[src/rtl/secure_memory_dump_reader_if.sv]
// ---------------------------------------------------------------------------
// secure_memory_dump_reader_if
//
// Groups the signals between the dump reader and its surroundings: the
// dump request, the secure-memory read port, the on-chip byte strobe and
// the UART pin with its status flags.
//
// Handshake semantics (the only handshakes on this bus):
//   start      - single-cycle request, no ready. It is honoured only when
//                the reader is idle (busy=0, done=0). At any other time it
//                is dropped and never queued.
//   byte_valid - single-cycle strobe, no backpressure. byte_data is valid
//                while byte_valid is high and is held until the next strobe.
//
// Modports:
//   master - the dump reader (drives the address, strobe, tx and status)
//   slave  - the environment (memory + requester + log sink)
// ---------------------------------------------------------------------------
interface secure_memory_dump_reader_if #(
  parameter int ADDR_W = 5,
  parameter int DATA_W = 8
);
  logic              start;
  logic [ADDR_W-1:0] first_addr;
  logic [ADDR_W-1:0] last_addr;
  logic [ADDR_W-1:0] mem_address;
  logic [DATA_W-1:0] mem_value;
  logic              byte_valid;
  logic [DATA_W-1:0] byte_data;
  logic              tx;
  logic              busy;
  logic              done;

  modport master (
    input  start, first_addr, last_addr, mem_value,
    output mem_address, byte_valid, byte_data, tx, busy, done
  );

  modport slave (
    output start, first_addr, last_addr, mem_value,
    input  mem_address, byte_valid, byte_data, tx, busy, done
  );
endinterface

[src/rtl/secure_memory_dump_reader.sv]
// ---------------------------------------------------------------------------
// secure_memory_dump_reader
//
// Walks an inclusive address range of a registered-read secure memory,
// captures each returned byte after READ_LATENCY cycles and sends it out
// as an 8N1 UART frame (start 0, DATA_W bits LSB first, stop 1). Each
// captured byte is also presented on a one-cycle parallel strobe.
//
// Ports:
//   clk      - system clock, rising edge
//   rst      - asynchronous active-high reset
//   bus      - secure_memory_dump_reader_if.master: start/first_addr/
//              last_addr in, mem_address out, mem_value in, byte_valid/
//              byte_data out, tx out, busy out, done out
//   state_o  - current FSM state (debug visibility)
//
// Timing per byte (L = edge that loads mem_address):
//   L+READ_LATENCY      : byte captured, byte_valid high for one cycle
//   L+READ_LATENCY+1    : tx falls (start bit)
//   +(DATA_W+2)*CLKS_PER_BIT : stop bit ends; next address loaded on that
//                         edge, or done pulses and busy drops.
// So consecutive frames are separated by READ_LATENCY+1 idle-high cycles.
// ---------------------------------------------------------------------------
module secure_memory_dump_reader #(
  parameter int ADDR_W       = 5,
  parameter int DATA_W       = 8,
  parameter int READ_LATENCY = 2,
  parameter int CLKS_PER_BIT = 16
) (
  input  logic                          clk,
  input  logic                          rst,
  secure_memory_dump_reader_if.master   bus,
  output logic [2:0]                    state_o
);

  typedef enum logic [2:0] {
    S_IDLE    = 3'd0,
    S_WAIT    = 3'd1,
    S_CAPTURE = 3'd2,
    S_SEND    = 3'd3,
    S_DONE    = 3'd4
  } state_t;

  localparam int CNT_W = $clog2(CLKS_PER_BIT);
  localparam int BIT_W = $clog2(DATA_W + 3);

  localparam logic [CNT_W-1:0] CNT_LAST      = CNT_W'(CLKS_PER_BIT - 1);
  localparam logic [BIT_W-1:0] BIT_DATA_LAST = BIT_W'(DATA_W);
  localparam logic [BIT_W-1:0] BIT_STOP      = BIT_W'(DATA_W + 1);
  // One extra cycle after the stop bit so the stop bit is fully visible on
  // the registered tx pin before the next address/done edge.
  localparam logic [BIT_W-1:0] BIT_TAIL      = BIT_W'(DATA_W + 2);
  localparam logic [3:0]       LAT_LAST      =
    4'((READ_LATENCY >= 2) ? (READ_LATENCY - 2) : 0);
  // With a single-cycle memory there is nothing to wait out.
  localparam state_t           AFTER_LOAD    =
    (READ_LATENCY == 1) ? S_CAPTURE : S_WAIT;

  state_t              state_q,     state_d;
  logic [ADDR_W-1:0]   cur_addr_q,  cur_addr_d;
  logic [ADDR_W-1:0]   end_addr_q,  end_addr_d;
  logic [ADDR_W-1:0]   mem_addr_q,  mem_addr_d;
  logic [DATA_W-1:0]   byte_data_q, byte_data_d;
  logic [DATA_W-1:0]   shift_q,     shift_d;
  logic                byte_valid_q, byte_valid_d;
  logic                tx_q,        tx_d;
  logic                busy_q,      busy_d;
  logic                done_q,      done_d;
  logic [3:0]          lat_q,       lat_d;
  logic [CNT_W-1:0]    clk_cnt_q,   clk_cnt_d;
  logic [BIT_W-1:0]    bit_cnt_q,   bit_cnt_d;

  always_ff @(posedge clk or posedge rst) begin
    if (rst) begin
      state_q      <= S_IDLE;
      cur_addr_q   <= '0;
      end_addr_q   <= '0;
      mem_addr_q   <= '0;
      byte_data_q  <= '0;
      shift_q      <= '0;
      byte_valid_q <= 1'b0;
      tx_q         <= 1'b1;
      busy_q       <= 1'b0;
      done_q       <= 1'b0;
      lat_q        <= '0;
      clk_cnt_q    <= '0;
      bit_cnt_q    <= '0;
    end else begin
      state_q      <= state_d;
      cur_addr_q   <= cur_addr_d;
      end_addr_q   <= end_addr_d;
      mem_addr_q   <= mem_addr_d;
      byte_data_q  <= byte_data_d;
      shift_q      <= shift_d;
      byte_valid_q <= byte_valid_d;
      tx_q         <= tx_d;
      busy_q       <= busy_d;
      done_q       <= done_d;
      lat_q        <= lat_d;
      clk_cnt_q    <= clk_cnt_d;
      bit_cnt_q    <= bit_cnt_d;
    end
  end

  always_comb begin
    state_d      = state_q;
    cur_addr_d   = cur_addr_q;
    end_addr_d   = end_addr_q;
    mem_addr_d   = mem_addr_q;
    byte_data_d  = byte_data_q;
    shift_d      = shift_q;
    byte_valid_d = 1'b0;
    tx_d         = 1'b1;
    busy_d       = busy_q;
    done_d       = 1'b0;
    lat_d        = lat_q;
    clk_cnt_d    = clk_cnt_q;
    bit_cnt_d    = bit_cnt_q;

    unique case (state_q)
      S_IDLE: begin
        if (bus.start) begin
          cur_addr_d = bus.first_addr;
          end_addr_d = bus.last_addr;
          mem_addr_d = bus.first_addr;
          busy_d     = 1'b1;
          lat_d      = '0;
          state_d    = AFTER_LOAD;
        end
      end

      S_WAIT: begin
        if (lat_q == LAT_LAST) begin
          lat_d   = '0;
          state_d = S_CAPTURE;
        end else begin
          lat_d = lat_q + 4'd1;
        end
      end

      S_CAPTURE: begin
        // This edge is exactly READ_LATENCY cycles after mem_address load.
        byte_data_d  = bus.mem_value;
        shift_d      = bus.mem_value;
        byte_valid_d = 1'b1;
        clk_cnt_d    = '0;
        bit_cnt_d    = '0;
        state_d      = S_SEND;
      end

      S_SEND: begin
        // tx is registered, so the pin lags these counters by one cycle.
        if (bit_cnt_q == '0) begin
          tx_d = 1'b0;
        end else if (bit_cnt_q <= BIT_DATA_LAST) begin
          tx_d = shift_q[0];
        end else begin
          tx_d = 1'b1;
        end

        if (bit_cnt_q == BIT_TAIL) begin
          tx_d = 1'b1;
          if (cur_addr_q == end_addr_q) begin
            done_d  = 1'b1;
            busy_d  = 1'b0;
            state_d = S_DONE;
          end else begin
            cur_addr_d = cur_addr_q + ADDR_W'(1);
            mem_addr_d = cur_addr_q + ADDR_W'(1);
            lat_d      = '0;
            state_d    = AFTER_LOAD;
          end
        end else if (clk_cnt_q == CNT_LAST) begin
          clk_cnt_d = '0;
          bit_cnt_d = (bit_cnt_q == BIT_STOP) ? BIT_TAIL : bit_cnt_q + BIT_W'(1);
          if ((bit_cnt_q != '0) && (bit_cnt_q <= BIT_DATA_LAST)) begin
            shift_d = shift_q >> 1;
          end
        end else begin
          clk_cnt_d = clk_cnt_q + CNT_W'(1);
        end
      end

      S_DONE: begin
        state_d = S_IDLE;
      end

      default: begin
        state_d = S_IDLE;
      end
    endcase
  end

  assign bus.mem_address = mem_addr_q;
  assign bus.byte_valid  = byte_valid_q;
  assign bus.byte_data   = byte_data_q;
  assign bus.tx          = tx_q;
  assign bus.busy        = busy_q;
  assign bus.done        = done_q;
  assign state_o         = state_q;

endmodule
[src/flat_wrapper.sv]
// flat-port wrapper written by rule: the top's interface ports become plain ports
module secure_memory_dump_reader_flat 
#(
  parameter int ADDR_W       = 5,
  parameter int DATA_W       = 8,
  parameter int READ_LATENCY = 2,
  parameter int CLKS_PER_BIT = 16
)
  (clk, rst, state_o, bus_start, bus_first_addr, bus_last_addr, bus_mem_value, bus_mem_address, bus_byte_valid, bus_byte_data, bus_tx, bus_busy, bus_done);
  secure_memory_dump_reader_if #(.ADDR_W(ADDR_W), .DATA_W(DATA_W)) bus_i ();
  input  logic clk;
  input  logic rst;
  output logic [2:0] state_o;
  input wire logic [$bits(bus_i.start)-1:0] bus_start;
  input wire logic [$bits(bus_i.first_addr)-1:0] bus_first_addr;
  input wire logic [$bits(bus_i.last_addr)-1:0] bus_last_addr;
  input wire logic [$bits(bus_i.mem_value)-1:0] bus_mem_value;
  output wire logic [$bits(bus_i.mem_address)-1:0] bus_mem_address;
  output wire logic [$bits(bus_i.byte_valid)-1:0] bus_byte_valid;
  output wire logic [$bits(bus_i.byte_data)-1:0] bus_byte_data;
  output wire logic [$bits(bus_i.tx)-1:0] bus_tx;
  output wire logic [$bits(bus_i.busy)-1:0] bus_busy;
  output wire logic [$bits(bus_i.done)-1:0] bus_done;
  assign bus_i.start = bus_start;
  assign bus_i.first_addr = bus_first_addr;
  assign bus_i.last_addr = bus_last_addr;
  assign bus_i.mem_value = bus_mem_value;
  assign bus_mem_address = bus_i.mem_address;
  assign bus_byte_valid = bus_i.byte_valid;
  assign bus_byte_data = bus_i.byte_data;
  assign bus_tx = bus_i.tx;
  assign bus_busy = bus_i.busy;
  assign bus_done = bus_i.done;
  secure_memory_dump_reader #(.ADDR_W(ADDR_W), .DATA_W(DATA_W), .READ_LATENCY(READ_LATENCY), .CLKS_PER_BIT(CLKS_PER_BIT)) u_core (.clk(clk), .rst(rst), .bus(bus_i), .state_o(state_o));
endmodule
[config.mk]
export PLATFORM = sky130hd
export DESIGN_NAME = secure_memory_dump_reader_flat
export DESIGN_NICKNAME = d
export VERILOG_FILES = /design/src/rtl/secure_memory_dump_reader_if.sv /design/src/rtl/secure_memory_dump_reader.sv /design/src/flat_wrapper.sv
export SDC_FILE = /design/constraint.sdc
export NUM_CORES = 1
export LEC_CHECK = 0
export CAP_MARGIN = 40
export CORE_ASPECT_RATIO = 2
export CORE_MARGIN = 3
export CORE_UTILIZATION = 40
export CTS_CLUSTER_SIZE = 25
export DETAILED_ROUTE_END_ITERATION = 12
export PLACE_DENSITY_LB_ADDON = 0.08
export SYNTH_ARGS = -nofsm -noshare
export SYNTH_HDL_FRONTEND = slang
export SYNTH_SLANG_ARGS = --single-unit
[constraint.sdc]
create_clock -name clk -period 1.8 [get_ports clk]
set_input_delay 0.36 -clock clk [delete_from_list [all_inputs] [get_ports clk]]
set_output_delay 0.36 -clock clk [all_outputs]
set_load 0.03 [all_outputs]
# [Yosys cells after proc, flatten, opt, wreduce, memory -nomap -nowiden]
# Cells that the tools add are included.
[op_classes] add_sub_neg=4 magnitude_cmp=1 eq_ne=15 muxes=37 reduce_logical=16
[ops] operator="2-to-1 mux 4 bit" n=9
[ops] operator="2-to-1 mux 8 bit" n=3
[ops] operator="case mux 4 bit (2 select lines)" n=2
[ops] operator="case mux 8 bit (2 select lines)" n=1
[ops] operator="AND reduction 4 bit" n=4
[ops] operator="2-to-1 mux 5 bit" n=3
[ops] operator="adder 4 x 1 -> 4 bit, second input constant" n=3
[ops] operator="== test 4 bit, second input constant" n=3
[ops] operator="2-to-1 mux 3 bit" n=4
[ops] operator="case mux 3 bit (4 select lines)" n=1
[ops] operator="case mux 4 bit (3 select lines)" n=1
[ops] operator="2-to-1 mux 1 bit" n=11
[ops] operator="!= test 2 x 1 -> 1 bit, second input constant" n=5
[ops] operator="case mux 5 bit (2 select lines)" n=1
[ops] operator="zero test 4 bit" n=2
[ops] operator="== test 3 x 2 -> 1 bit, second input constant" n=2
[ops] operator="!= test 2 bit, second input constant" n=3
[ops] operator="AND reduction 3 bit" n=2
[ops] operator="adder 5 x 1 -> 5 bit, second input constant" n=1
[ops] operator="== test 5 bit" n=1
[ops] operator="<= comparator 4 bit, second input constant" n=1
[ops] operator="AND reduction 2 bit" n=2
[ops] operator="nonzero test 2 bit" n=2
[ops] operator="nonzero test 4 bit" n=1
[ops] operator="other kinds (5)" n=5
[totals] in_bits=21 word_cells=85 ff_bits=45

# [Logic depth before layout (Yosys ltp)]
# Gate-level depths: netlist (run 1).
[depth] word_depth=6 mapped_depth=8 mapped_depth_nobuf=7

# [Worst setup path before layout (run 1)]
# Ideal clock, no wire load.
[synth_path] path_type="register to register" from="register u_core.state_q[1], in the netlist u_core.state_o[1]" to="register u_core.shift_q[0]" path_slack_ps=71 t_arrival_ps=1655 path_buffers=3 path_stages_with_launch=9 required_ps=1726 synth_period_minus_slack_ps=1729 path_cell_list="dfrtp_1 > buf_2 > nand2b_4 > or2_0 > buf_6 > o211ai_4 > buf_6 > nand2_1 > o21ai_2"
[synth_via] elab_chain_len=3
[synth_rtl] item="from (decl)" line_no="secure_memory_dump_reader.sv:59" rtl="state_t state_q, state_d;"
[synth_rtl] item="from (signal assigned)" line_no="secure_memory_dump_reader.sv:89" rtl="state_q <= state_d;"
[synth_rtl] item="== test 3 x 2 -> 1 bit" line_no="secure_memory_dump_reader.sv:120" rtl="unique case (state_q)"
[synth_rtl] item="!= test 2 x 1 -> 1 bit (no source line), or another cell as far along"
[synth_rtl] item="AND reduction 4 bit (no source line)"
[synth_rtl] item="to (signal assigned)" line_no="secure_memory_dump_reader.sv:94" rtl="shift_q <= shift_d;"
[synth_rtl] item="to (decl)" line_no="secure_memory_dump_reader.sv:64" rtl="logic [DATA_W-1:0] shift_q, shift_d;"
# Parallel ways exist; a longest one is shown, timed or not.
# A chain may end at the register's enable or synchronous reset.

# [Worst setup path in the final report (run 1)]
[layout_path] from="register u_core.byte_data_q[2], in the netlist u_core.bus.byte_data[2]" to="output port bus_byte_data[2]"
[layout_rtl] item="from (decl)" line_no="secure_memory_dump_reader.sv:63" rtl="logic [DATA_W-1:0] byte_data_q, byte_data_d;"
[layout_rtl] item="from (signal assigned)" line_no="secure_memory_dump_reader.sv:93" rtl="byte_data_q <= byte_data_d;"
[layout_rtl] item="to (decl)" line_no="flat_wrapper.sv:20" rtl="output wire logic [$bits(bus_i.byte_data)-1:0] bus_byte_data;"
# No word-level cell between the ends.

==> results of run 1 <==
## cell usage in the layout (no fill, tap or decap), drive strengths merged, types with 5 or more instances in the layout
cell type,instances
o21ai,19
xor2,6
dlygate4sd2,9
mux2,8
buf,25
nand3,8
inv,13
ha,8
dfrtp,44
a21oi,9
nand2,35
clkbuf,5
mux2i,9
nor2,10
clkdlybuf4s50,31
## metal layers
metal  GRT usage (%)  vias to the layer above  share of wire (%)
li1                -                      908                  -
met1            18.3                      867                 38
met2            29.5                       30                 56
met3            4.19                        6                3.6
met4            7.40                        0                2.2
met5               0                        -                  0
## timing repair
| action | CTS | global route |
|---|---|---|
| setup buffers | 0 | 1 |
| gates cloned | 0 | 0 |
| pin swaps | 0 | 1 |
| gates resized for setup | 9 | 2 |
| endpoints found under the setup margin | 9 | 12 |
| hold buffers | 0 | 0 |
## kinds of logic (layout without fill, tap and decap cells)
| kind of cell | count (synthesis) | count (layout) | synth area share (%) |
|---|---|---|---|
| AND/OR/NAND/NOR | 76 | 76 | 16.5 |
| AO/OA/AOI/OAI | 50 | 50 | 15.3 |
| flip-flops | 45 | 45 | 48.3 |
| buffers and inverters | 20 | 85 | 4.83 |
| multiplexers | 17 | 17 | 7.72 |
| adder cells (fa/ha/maj) | 9 | 9 | 4.72 |
| XOR/XNOR | 7 | 7 | 2.63 |
## state kept, by name, summed over array words and instances, names as in the netlist
name,flops
u_core.cur_addr_q,5
u_core.end_addr_q,5
u_core.bit_cnt_q,4
u_core.bus.byte_valid,1
u_core.bus.byte_data,8
u_core.lat_q,4
u_core.bus.done,1
u_core.bus.tx,1
u_core.clk_cnt_q,4
u_core.bus.busy,1
u_core.state_o,3
u_core.shift_q,8
## stage by stage
stage | hold WS (ns) | utilization, %
2_1_floorplan | 0.451 | -
6_report | 0.306 | 55.1
3_5_place_dp | 0.470 | 53.2
3_3_place_gp | 0.461 | 53.2
4_1_cts | 0.312 | 54.7
5_1_grt | 0.336 | 55.1
## where the power goes
part,leakage [nW],switching (mW),internal [mW],total [mW]
Combinational,0.807,0.0820,0.0892,0.171
Clock,0.0452,0.398,0.283,0.681
Sequential,0.548,0.0138,1.04,1.05
Total,1.40,0.494,1.41,1.90
## worst min path at each step
stage | depth (start not counted) | to
6_report | 2 | u_core.clk_cnt_q[0]
3_5_place_dp | 2 | u_core.shift_q[1]
5_1_grt | 2 | u_core.clk_cnt_q[1]
2_1_floorplan | 2 | u_core.shift_q[1]
4_1_cts | 2 | u_core.clk_cnt_q[1]
3_3_place_gp | 2 | u_core.shift_q[1]
## cell type report
class	count	area, µm²	share of cell area [%]
clock inverters	3	25.0	0.823
clock buffers	5	68.8	2.26
repair buffers	65	602	19.8
well taps	60	75.1	2.47
multi-input cells	159	1090	36.0
inverters	12	45.0	1.48
flip-flops and latches	45	1130	37.1
==> results.json, run 1 <==
{
  "synth_edf_count": 0,
  "clockBufferDepth": 2,
  "cp-start-kind": "flip-flop",
  "worstPathRequired_ns": 1.44,
  "die_area_um2": 6840,
  "async_flop_share_pct": 100,
  "fmax_ghz": 0.585,
  "startpoint": "u_core.bus.byte_data[2]",
  "crit_path_max_fanout": 2,
  "clkSinkCount": 45,
  "worst-path-stages": 1,
  "postPlaceCellArea_um2": 2930,
  "antenna_found_initial": 0,
  "wl_per_cell_um": 14.5,
  "cts-root-buf": "clkbuf_8",
  "fin_skew_ns": 0.00920,
  "grt_pass1_vias": 1900,
  "synth_largest_area_cell": "dfrtp_1",
  "drt_iter0_drc": 64,
  "num_antenna_cells": 0,
  "routed_via_density": 5.19,
  "criticalPathCategory": "reg -> out",
  "slowest_delay_ns": 0.67,
  "ys_ff_latch": 45,
  "critPathTopFamily": "buffers and inverters",
  "timing.rr.start": "u_core.bit_cnt_q[1]",
  "drc": 0,
  "syn_area_um2": 2330,
  "outcome": "finished clean",
  "worstRegToRegCells": 6,
  "yosys_warnings": 0,
  "power_density_nw_per_um2": 626,
  "synthTopCellsByCount": "44 x dfrtp_1, 35 x nand2_1, 12 x inv_1, 12 x o21ai_0",
  "final_nets": 317,
  "drive_gt1_share_pct": 19.0,
  "fp.dieH_um": 114,
  "gp_congestion": 0.756,
  "arrival_ns": 1.35,
  "r2r-end": "u_core.shift_q[7]",
  "final_cells": 349,
  "cts_made_buffers": 5,
  "dp.cells": 340,
  "grt_overflow_total": 0,
  "crit_chain": "clkdlybuf4s50_1",
  "syn_area_per_cell_um2": 10.4,
  "clkSlewWorstSetupHoldPaths_ns": 0.10,
  "slew_headroom_pct": 69.0,
  "ys_types": 49,
  "track_usage_pct": 16.8,
  "setup_viol": 0,
  "syn_to_final_growth_pct": 30.2,
  "peakVddDrop_mv": 0.808,
  "hpwlAfterDp_mm": 3.88,
  "synth_top_area_share_pct": 47.2,
  "critPathCapture": "bus_byte_data[2]",
  "reg2reg_slack_ns": 0.12,
  "drv_slew": 0,
  "synth_cells": 224,
  "finalPower_mw": 1.90,
  "cp_slowest_cell": "clkdlybuf4s50_1",
  "setup_tns_ns": 0,
  "final_area_um2": 3040,
  "dp_slack_ns": -0.0186,
  "ys_seq_area_share_pct": 48.3,
  "worstMarginPinSlew_ns": 0.463,
  "clock_latency_ns": 0.32,
  "cts_tree": "yes",
  "dr.pass1.iters": 4,
  "ant_nets": 0,
  "cts_max_level": 2,
  "num_rows": 38,
  "coreArea_um2": 5520,
  "ios": 41,
  "power_leakage_nw": 1.40,
  "min_period_over_period_pct": 95.0,
  "cap_violations": 0,
  "synth_most_common_cell": "dfrtp_1",
  "grt_pass1_wl_mm": 8.60,
  "hp-class": "in -> async",
  "grt_max_degree": 17,
  "cp-end-kind": "primary output",
  "die_w_um": 60.0,
  "rsz0062_at_grt": "false",
  "start_util_pct": 42.3,
  "synth.area.top_cells": "dfrtp_1 47%, nand2_1 5.6%, ha_1 4.3%",
  "cp_num_buf_inv": 1,
  "portBuffers": 40,
  "dr_total_vias": 1811,
  "wirelength_mm": 5.07,
  "ys.flop_type": "dfrtp_1",
  "final_hold_viol_count": 0,
  "fin_ws_ns": 0.0892,
  "syn_nets": 253,
  "finalCriticalPeriod_ns": 1.71,
  "num-fill-cells": 549
}
Power figures use the tool's default switching activity.
==> run 2, diff against run 1 <==
- CORE_UTILIZATION: 40 -> 30
==> run 2 against run 1 <==
  * First-iteration DRC count increased by 6.3%
  * Utilization fell by 13 points
  * Routed wire length grew 6.2%
  * Worst hold slack better by 0.080 ns
  * Worst setup slack worse by 0.020 ns
  * Count of clock-buffer cells in the layout rose by 1
  * Register-to-register slack worse by 0.03 ns
  * Clock power is 31% higher
  * Critical endpoint is now bus_mem_address[0]
  * Non-clock buffer count is 2 higher
  * Final area rose by 3.3%
  * Sequential cell count unchanged
  * Sequential power barely moved
==> results.json, run 2 (synthesis results as in run 1) <==
{
  "outcome": "finished clean",
  "ios": 41,
  "criticalPathCategory": "reg -> out",
  "crit_path_max_fanout": 3,
  "rsz0062_at_grt": "false",
  "num_antenna_cells": 0,
  "peakVddDrop_mv": 0.426,
  "cap_violations": 0,
  "cts-root-buf": "clkbuf_16",
  "fin_ws_ns": 0.0688,
  "grt_overflow_total": 0,
  "final_hold_viol_count": 0,
  "hold_buffers": 0,
  "drv_slew": 0,
  "setup_viol": 0,
  "coreArea_um2": 7430,
  "die_area_um2": 8940,
  "reg2reg_slack_ns": 0.09,
  "worstMarginPinSlew_ns": 0.420,
  "busiest_layer": "met2",
  "final_area_um2": 3140,
  "cp_num_buf_inv": 1,
  "dr.pass1.iters": 4,
  "final_cell_mix": "44 x dfrtp_1, 35 x nand2_1, 32 x clkdlybuf4s50_1",
  "syn_to_final_growth_pct": 34.5,
  "crit_chain": "clkdlybuf4s50_1",
  "slowest_delay_ns": 0.69,
  "arrival_ns": 1.37,
  "clkSlewWorstSetupHoldPaths_ns": 0.06,
  "grt_max_degree": 19,
  "power_density_nw_per_um2": 674,
  "hpwlAfterDp_mm": 4.11,
  "finalPower_mw": 2.12,
  "hp-class": "in -> async",
  "fp.dieH_um": 131,
  "min_period_over_period_pct": 96.2,
  "ant_nets": 0,
  "slew_headroom_pct": 71.9,
  "drc": 0,
  "clockBufferDepth": 2,
  "wl_per_cell_um": 14.1,
  "grt_pass1_wl_mm": 8.87,
  "startpoint": "u_core.cur_addr_q[0]",
  "wirelength_mm": 5.38,
  "cts_tree": "yes",
  "cp-start-kind": "flip-flop",
  "num-fill-cells": 761,
  "grt_use_met3_pct": 3.08,
  "timing.rr.start": "u_core.bit_cnt_q[1]",
  "cts_made_buffers": 5,
  "setup_tns_ns": 0,
  "clock_latency_ns": 0.29,
  "final_common_cell": "dfrtp_1",
  "num_rows": 44,
  "start_util_pct": 31.4,
  "portBuffers": 40,
  "dr_total_vias": 1818,
  "antenna_found_initial": 0,
  "power_leakage_nw": 1.43,
  "cts_max_level": 2,
  "dp_slack_ns": -0.00380,
  "final_nets": 319,
  "clkSinkCount": 45,
  "cp-end-kind": "primary output",
  "routed_via_density": 4.75,
  "gp_congestion": 0.754,
  "critPathTopFamily": "buffers and inverters",
  "postPlaceCellArea_um2": 2990,
  "finalCriticalPeriod_ns": 1.73,
  "dp.cells": 374,
  "fmax_ghz": 0.578,
  "fin_skew_ns": 0.00440,
  "cp_slowest_cell": "clkdlybuf4s50_1",
  "drive_gt1_share_pct": 19.2,
  "use_met1_pct": 14.3,
  "drt_iter0_drc": 68,
  "worstPathRequired_ns": 1.44,
  "die_w_um": 68.4,
  "use_met2_pct": 24.3,
  "grt_pass1_vias": 1858,
  "final_cells": 383,
  "track_usage_pct": 13.4
}
==> run 2: cell count changes in the layout (fill, tap and decap cells not counted), sizes merged <==
cell           delta
clkdlybuf4s50     +1
buf               +2
clkinvlp          -1
inv               -1
dlygate4sd2       -1
clkinv            +1
clkbuf            +1
==> run 2: area by class of cell <==
cell class	count	area, µm²	area share (%)
flip-flops and latches	45	1130	35.9
multi-input cells	159	1090	34.9
repair buffers	67	618	19.7
clock buffers	6	129	4.11
well taps	92	115	3.67
inverters	12	45.0	1.43
clock inverters	2	10.0	0.319
==> run 2: power by group <==
| group | switching [mW] | total, mW | internal, mW |
|---|---|---|---|
| sequential | 0.0149 | 1.05 | 1.04 |
| combinational | 0.0808 | 0.167 | 0.0865 |
| clock | 0.385 | 0.895 | 0.510 |
==> run 2: repair_timing <==
action                                  CTS  global route
endpoints found under the setup margin    8             8
gates resized for setup                   8             2
pin swaps                                 0             1
buffers inserted                          0             1
endpoints found under the hold margin     0             0
==> run 2: stage by stage <==
stage	hold slack [ns]	util, %
finish	0.386	42.2
global route	0.410	42.2
global placement	0.463	40.2
detailed placement	0.469	40.2
CTS	0.401	42.0
floorplan	0.451	-
==> run 2: final timing paths <==
check | depth (start not counted) | to
max | 1 | bus_mem_address[0]
max reg2reg | 6 | u_core.shift_q[7]
min reg2reg | 2 | u_core.shift_q[1]
min in group clk | 2 | u_core.shift_q[1]
max in group asynchronous | 3 | u_core.bit_cnt_q[1]
min | 2 | u_core.bus.byte_data[5]
==> run 2: layer usage <==
metal,up-vias,wire (µm)
li1,911,-
met2,35,3010
met3,8,215
met4,0,108
met1,864,2050
met5,-,0
==> run 3, diff against run 2 <==
- CORE_UTILIZATION: 30 -> 35
- HOLD_SLACK_MARGIN: not set -> 0.06
==> run 3 against run 2 <==
  * Count of clock-buffer cells in the layout fell by 1
  * Highest routed layer unchanged
  * Sequential cell count stayed put
  * Sequential power is essentially flat
==> results.json, run 3 (synthesis results as in run 1) <==
{
  "outcome": "finished clean",
  "clkSlewWorstSetupHoldPaths_ns": 0.06,
  "routed_via_density": 4.82,
  "drv_slew": 0,
  "dp.cells": 363,
  "fmax_ghz": 0.598,
  "cap_violations": 0,
  "grt_max_degree": 46,
  "dr.pass1.iters": 4,
  "worstPathRequired_ns": 1.97,
  "switching_share_pct": 20.9,
  "drive_gt1_share_pct": 18.9,
  "final_hold_viol_count": 0,
  "die_w_um": 63.7,
  "power_leakage_nw": 1.42,
  "hold_slack_ns": 0.414,
  "cp_num_buf_inv": 1,
  "min_period_over_period_pct": 93.0,
  "hp-class": "in -> async",
  "criticalPathCategory": "reg -> reg",
  "hpwlAfterDp_mm": 3.80,
  "syn_to_final_growth_pct": 34.0,
  "final_cell_mix": "43 x dfrtp_1, 35 x nand2_1, 31 x clkdlybuf4s50_1",
  "die_area_um2": 7740,
  "finalCriticalPeriod_ns": 1.67,
  "critPathTopFamily": "compound AO/OA/AOI/OAI gates",
  "fin_skew_ns": 0.00739,
  "cp_slowest_cell": "dfrtp_1",
  "num_antenna_cells": 0,
  "p_sw_mw": 0.467,
  "cts_made_buffers": 5,
  "internal_power_mw": 1.77,
  "clockPowerShare_pct": 45.5,
  "track_usage_pct": 14.9,
  "portBuffers": 40,
  "sequentialPowerShare_pct": 47.1,
  "final_nets": 315,
  "arrival_ns": 1.85,
  "num_rows": 41,
  "clkSinkCount": 45,
  "clock_latency_ns": 0.29,
  "cts_tree": "yes",
  "ios": 41,
  "cp-end-kind": "flip-flop",
  "antenna_found_initial": 0,
  "final_cells": 372,
  "drt_iter0_drc": 73,
  "worstMarginPinSlew_ns": 0.313,
  "rsz0062_at_grt": "false",
  "setup_tns_ns": 0,
  "dp_slack_ns": -0.00479,
  "ant_nets": 0,
  "slowest_delay_ns": 0.37,
  "crit_chain": "inv_1, ha_2, nand4b_1, a21o_1, a31o_2, o21bai_1, a21o_1",
  "path_common_cell": "a21o_1",
  "wl_per_cell_um": 13.5,
  "coreArea_um2": 6410,
  "slew_headroom_pct": 79.1,
  "wirelength_mm": 5.04,
  "power_density_nw_per_um2": 715,
  "finalPower_mw": 2.24,
  "fp.dieH_um": 121,
  "cp-start-kind": "flip-flop",
  "clockBufferDepth": 2,
  "cts_max_level": 2,
  "gp_congestion": 0.734,
  "final_area_um2": 3130,
  "fin_ws_ns": 0.126,
  "grt_overflow_total": 0,
  "startpoint": "u_core.bit_cnt_q[0]",
  "dr_total_vias": 1793,
  "drc": 0,
  "combPwrFrac_pct": 7.4,
  "postPlaceCellArea_um2": 2940,
  "timing.rr.start": "u_core.bit_cnt_q[0]",
  "setup_viol": 0,
  "grt_pass1_vias": 1860,
  "peakVddDrop_mv": 0.562,
  "final_common_cell": "dfrtp_1",
  "post-route-util_pct": 48.8,
  "grt_pass1_wl_mm": 8.83,
  "crit_path_max_fanout": 3,
  "start_util_pct": 36.4,
  "cts-root-buf": "clkbuf_16"
}
==> run 3: power groups by stage <==
stage / combinational (mW) / clock (mW) / sequential (mW)
finish: 0.166 / 1.02 / 1.05
global route: 0.182 / 1.10 / 1.05
floorplan: 0.0508 / 0 / 1.09
CTS: 0.171 / 1.07 / 1.05
detailed placement: 0.172 / 0 / 1.07
global placement: 0.171 / 0 / 1.07
==> run 3: path summary, 6_finish.rpt <==
| check | to | slack, ns | depth (start not counted) |
|---|---|---|---|
| max | u_core.lat_q[2] | 0.13 | 7 |
| min | u_core.end_addr_q[0] | 0.41 | 3 |
| max reg2reg | u_core.lat_q[2] | 0.13 | 7 |
| min reg2reg | u_core.shift_q[1] | 0.48 | 2 |
| max in group asynchronous | u_core.bus.tx | 1.10 | 3 |
| min in group clk | u_core.shift_q[1] | 0.48 | 2 |
==> run 3: layer usage <==
| layer | global-route usage (%) | share of wire, % | vias up |
|---|---|---|---|
| met1 | 16.5 | 40 | 855 |
| met2 | 26.7 | 55 | 30 |
| met3 | 3.24 | 3.1 | 6 |
| met4 | 6.90 | 1.5 | 0 |
| li1 | - | - | 902 |
| met5 | 0 | 0 | - |
==> run 3: worst reg2reg max path: cells and delay by family (launching register included) <==
kind	cells	cell delay, ns
simple gates	1	0.16
fa+ha+maj	1	0.19
buf+inv	1	0.09
flops	1	0.37
compound gates	4	0.75
==> run 3: final cells by class <==
type,count,area (µm²)
flip-flops and latches,45,1130
multi-input cells,159,1100
fillers,644,3290
clock buffers,5,125
inverters,12,45.0
repair buffers,63,587
clock inverters,2,35.0
well taps,86,108
==> run 3: timing repair <==
item | CTS | global route
setup buffers | 0 | 2
hold buffers | 0 | 0
gates resized for setup | 9 | 5
pin swaps | 0 | 1
setup endpoints to repair | 9 | 13
==> edit 1, RTL diff (flow settings as in run 2) <==
`CLKS_PER_BIT` is set to 16 in 2 places; all go to 32.
--- a/src/rtl/secure_memory_dump_reader.sv
+++ b/src/rtl/secure_memory_dump_reader.sv
@@ -27,3 +27,3 @@
   parameter int READ_LATENCY = 2,
-  parameter int CLKS_PER_BIT = 16
+  parameter int CLKS_PER_BIT = 32
 ) (
--- a/src/flat_wrapper.sv
+++ b/src/flat_wrapper.sv
@@ -6,3 +6,3 @@
   parameter int READ_LATENCY = 2,
-  parameter int CLKS_PER_BIT = 16
+  parameter int CLKS_PER_BIT = 32
 )
Function: no difference found for any inputs over 10 cycles, from zero or initial values and one cycle with rst high; that may be too few to reach the edited logic, so the function may still have changed.
==> edit 1 against run 2 <==
- final area about the same
- sequential cell count increased by 1
- synthesized cell count decreased by 0.89%
- area after synthesis decreased by 0.64%
- setup slack got worse by 0.025 ns
- power increased by 8.6%
- non-clock buffer count decreased by 5
- final cell count decreased by 1.8%
- die area decreased by 0.60%
- count of clock-buffer cells in the layout decreased by 1
- global-route usage increased by 0.68 points
- routed wire length increased by 3.8%
- largest cell class unchanged
- largest power group unchanged
- highest routed layer unchanged
==> edit 1: results (changes against run 2) <==
metric,value,unit,change
Setup WS pre-CTS,-0.0151,ns,-0.0113 ns
status,completed,,
layout cell share with drive strength beyond 1,0.187,,-0.00582
Syn Nets,252,,-0.40%
FF-to-FF Start,u_core.state_o[1]$_DFFE_PP0P_,,
first-pass GRT wire length,9320,µm,+5.0%
H-tree levels,2,,unchanged
synth cell count leaders,"45 x dfrtp_1, 35 x nand2_1, 11 x nor2_1, 11 x o21ai_1",,
WL final,5580,µm,+3.8%
largest delay contributor family on the critical path,buffers and inverters,,
dominant cells by area after synthesis,"dfrtp_1 49%, nand2_1 5.7%, ha_1 4.9%",,
worst-path fanout max,5,,+2
vias in the first global route,2005,,+7.9%
switching share of power,0.217,,-0.00999
Pleak,0.00140,µW,-1.9%
Peak VDD IR,499,µV,+17%
initial antenna violation count,0,,unchanged
Post-DP HPWL,4220,µm,+2.7%
clk_skew,0.00832,ns,+0.00393 ns
gpl congestion,0.756,,+0.30%
clock slew at reported path FFs,0.07,ns,
pin count of the biggest net entering global routing,47,,+28
Pre-Repair DR Iteration Count,4,,unchanged
Critical Path AT,1.40,ns,+0.03 ns
FILL cells,735,,-3.4%
CP max stage delay,0.69,ns,about the same
CTS Buf Count,5,,unchanged
FF-to-FF path depth,5,,-1
reg2reg end,u_core.cur_addr_q[1]$_DFFE_PP0P_,,
n_diodes,0,,unchanged
Ys Warns,0,,unchanged
sequential fraction of the synthesis area,0.497,,+0.0139
asr flop ratio synth,1.00,,unchanged
Post-Syn Instances,222,,-0.89%
GRT Total Usage,0.141,,+0.00685
Rel. slew slack,0.789,,+0.0692
routed via count,1811,,-0.39%
initial DRC count,82,,+21%
placed cells,368,,-1.6%
non-filler instance count after layout,376,,-1.8%
Layout Nets,313,,-1.9%
FF-to-FF setup slack,0.12,ns,+0.03 ns
Min Hold Slack,0.418,ns,+0.0315 ns
## edit 1: cell count changes after synthesis, sizes merged, moves of 2 or more
cell	delta
o21bai	-2
xnor2	+3
nor2	+2
o211ai	-2
nand3	-2
nand2b	-4
nor4	+2
inv	-4
nor3	+2
## edit 1: metal layers
layer	track usage	vias up	wire length, µm
li1	-	901	-
met1	0.143	875	2120
met2	0.270	29	3180
met3	0.0276	6	180
met4	0.0539	0	100
met5	0	-	0
## edit 1: cell type report
cell class	count	area share
clock buffers	5	0.0398
clock inverters	3	0.0143
inverters	8	0.00956
multi-input cells	160	0.350
flip-flops and latches	46	0.367
well taps	92	0.0366
repair buffers	62	0.182
## edit 1: through the flow
step | total power (µW) | area [µm²]
after floorplan | 1170 | 2320
after global placement | 1260 | 2960
after detailed placement | 1260 | 2960
after CTS | 2340 | 3120
after global routing | 2390 | 3140
final | 2300 | 3140
## edit 1: repair_timing
item | in CTS | in global routing
resized for setup | 6 | 5
pin swaps | 0 | 0
endpoints found under the setup margin | 6 | 20
## edit 1: worst min-delay path, cell delays in order
cell             delay [ns]
clkdlybuf4s50_1        0.41
inv_2                  0.07
buf_12                 0.24
## edit 1: power by group through the flow
stage,Sequential [µW],Clock [µW],Combinational [µW]
detailed placement,1100,0,165
CTS,1080,1100,164
floorplan,1120,0,49.9
global placement,1100,0,163
global route,1080,1130,176
finish,1080,1060,160
## edit 1: cells by family (layout without fill, tap and decap cells)
logic type	Yosys count	after routing	share of synthesized area
AOI/OAI and AO/OA	49	49	0.139
and+or+nand+nor	74	74	0.159
adders and majority gates	10	10	0.0529
DFF	46	46	0.497
muxes	17	17	0.0783
buffers and inverters	16	78	0.0362
xor gates and xnor gates	10	10	0.0378
## edit 1: worst max-delay path by stage
stage                                startpoint                                to  slack (ns)  depth (start not counted)
5_1_grt           u_core.state_o[1]$_DFFE_PP0P_  u_core.cur_addr_q[1]$_DFFE_PP0P_       0.007                          5
6_report       u_core.cur_addr_q[4]$_DFFE_PP0P_                bus_mem_address[4]        0.04                          1
4_1_cts           u_core.state_o[0]$_DFFE_PP0P_                        state_o[0]       0.008                          1
3_5_place_dp                          bus_start       u_core.lat_q[0]$_DFFE_PP0P_       -0.02                          5
3_3_place_gp                          bus_start       u_core.lat_q[0]$_DFFE_PP0P_       -0.07                          5
2_1_floorplan   u_core.clk_cnt_q[0]$_DFFE_PP0P_     u_core.shift_q[2]$_DFFE_PP0P_        0.14                          7
==> edit 2, RTL diff (settings of run 2) <==
Made on the original files. Take the reset off `shift_q` and load it in a clocked block of its own.
--- a/src/rtl/secure_memory_dump_reader.sv
+++ b/src/rtl/secure_memory_dump_reader.sv
@@ -79,3 +79,2 @@
       byte_data_q  <= '0;
-      shift_q      <= '0;
       byte_valid_q <= 1'b0;
@@ -93,3 +92,2 @@
       byte_data_q  <= byte_data_d;
-      shift_q      <= shift_d;
       byte_valid_q <= byte_valid_d;
@@ -102,2 +100,6 @@
     end
+  end
+
+  always_ff @(posedge clk) begin
+    shift_q <= shift_d;
   end
Check against the original RTL: no difference found for any inputs over 10 cycles, from zero or initial values and one cycle with rst high; that may be too few to reach the edited logic, so the function may still have changed.
==> edit 2 against run 2 <==
- sequential cell count unchanged
- sequential share of layout area up 1.2 points
- final area up 0.28%
- clock skew about the same
- worst hold slack better by 0.033 ns
- setup slack better by 0.063 ns
- register-to-register slack better by 0.05 ns
- routed wire length up 1.8%
- area after synthesis down 1.8%
- synthesized cell count down 4.5%
- power up 14%
==> edit 2: results (changes against run 2) <==
metric,value,unit,change
synth cell count leaders,"38 x nand2_1, 36 x dfrtp_1, 14 x mux2_2",,
gpl congestion,0.747,,-1.0%
pin count of the biggest net entering global routing,38,,+19
crit path capture,bus_byte_data[4],,
vias in the first global route,1938,,+4.3%
Post-synth EDFFs,8,,+8
FF-to-FF setup slack,0.14,ns,+0.05 ns
FILL cells,745,,-2.1%
FF-to-FF Start,u_core.bit_cnt_q[0]$_DFFE_PP0P_,,
sequential fraction of the synthesis area,0.509,,+0.0262
Peak VDD IR,546,µV,+28%
layout cell share with drive strength beyond 1,0.208,,+0.0156
reg2reg end,u_core.shift_q[0]$_DFFE_PP_,,
Critical Path AT,1.31,ns,-0.06 ns
Layout Nets,302,,-5.3%
worst-path fanout max,2,,-1
Post-Syn Instances,214,,-4.5%
initial DRC count,91,,+34%
asr flop ratio synth,0.822,,-0.178
status,completed,,
M2 GR Usage,0.258,,+0.0156
Rel. slew slack,0.762,,+0.0429
Cell variety after synth,46,,-6.1%
Syn Nets,243,,-4.0%
Post-DP HPWL,4020,µm,-2.2%
GRT Total Usage,0.146,,+0.0112
[edit 2: changes by cell type after synthesis, moves of 3 or more]
cell and delta:
o21ai_0 -3, edfxtp_1 +8, mux2i_1 -8, nand2_1 +3
o21ai_2 -3, o21ai_1 -3, dfrtp_1 -8, inv_1 -5
mux2_2 +6
[edit 2: routing by layer]
layer | up-vias | wire length (µm)
li1 | 865 | -
met1 | 859 | 2140
met2 | 35 | 3020
met3 | 6 | 213
met4 | 0 | 98
met5 | - | 0
[edit 2: what timing repair did]
action / 4_1_cts / 5_1_grt
gates cloned: 0 / 0
setup buffers: 0 / 2
endpoints found under the hold margin: 0 / 0
gates resized for setup: 8 / 3
setup endpoints to repair: 8 / 11
pin swaps: 0 / 2
[edit 2: how the worst min path moves through the flow]
| stage | from | to | cells past startpoint |
|---|---|---|---|
| detailed placement | u_core.bus.byte_data[1]$_DFFE_PP0P_ | u_core.bus.byte_data[1]$_DFFE_PP0P_ | 1 |
| finish | rst | u_core.bus.byte_data[6]$_DFFE_PP0P_ | 3 |
| floorplan | u_core.shift_q[1]$_DFFE_PP_ | u_core.shift_q[0]$_DFFE_PP_ | 2 |
| CTS | rst | u_core.bus.byte_data[6]$_DFFE_PP0P_ | 3 |
| global route | rst | u_core.bus.byte_data[6]$_DFFE_PP0P_ | 3 |
| global placement | u_core.shift_q[2]$_DFFE_PP_ | u_core.shift_q[1]$_DFFE_PP_ | 2 |
[edit 2: cells by family after synthesis]
family,after synthesis,synth area share
AND/OR/NAND/NOR,88,0.205
flip-flops,45,0.509
AO/OA/AOI/OAI,34,0.0999
multiplexers,15,0.0731
buffers and inverters,14,0.0311
XOR/XNOR,10,0.0382
adder cells (fa/ha/maj),8,0.0437
[edit 2: power breakdown]
part	switching [µW]	total, µW	internal [µW]	leakage (µW)
logic	74.3	161	86.4	0.000819
registers	10.2	1060	1050	0.000530
clock network	403	1200	793	0.0000938
[edit 2: final cells by class]
type                    instances  share of cell area
clock inverters                 3              0.0207
repair buffers                 59               0.184
inverters                       7             0.00835
well taps                      92              0.0366
clock buffers                   5              0.0397
multi-input cells             155               0.339
flip-flops and latches         45               0.371
[edit 2: through the flow]
step | util | setup slack (ns) | hold WS, ns
detailed placement | 0.402 | 0.0204 | 0.499
floorplan | - | 0.0757 | 0.484
global placement | 0.402 | 0.0280 | 0.489
finish | 0.430 | 0.132 | 0.419
global route | 0.430 | 0.00613 | 0.441
CTS | 0.426 | 0.0713 | 0.429
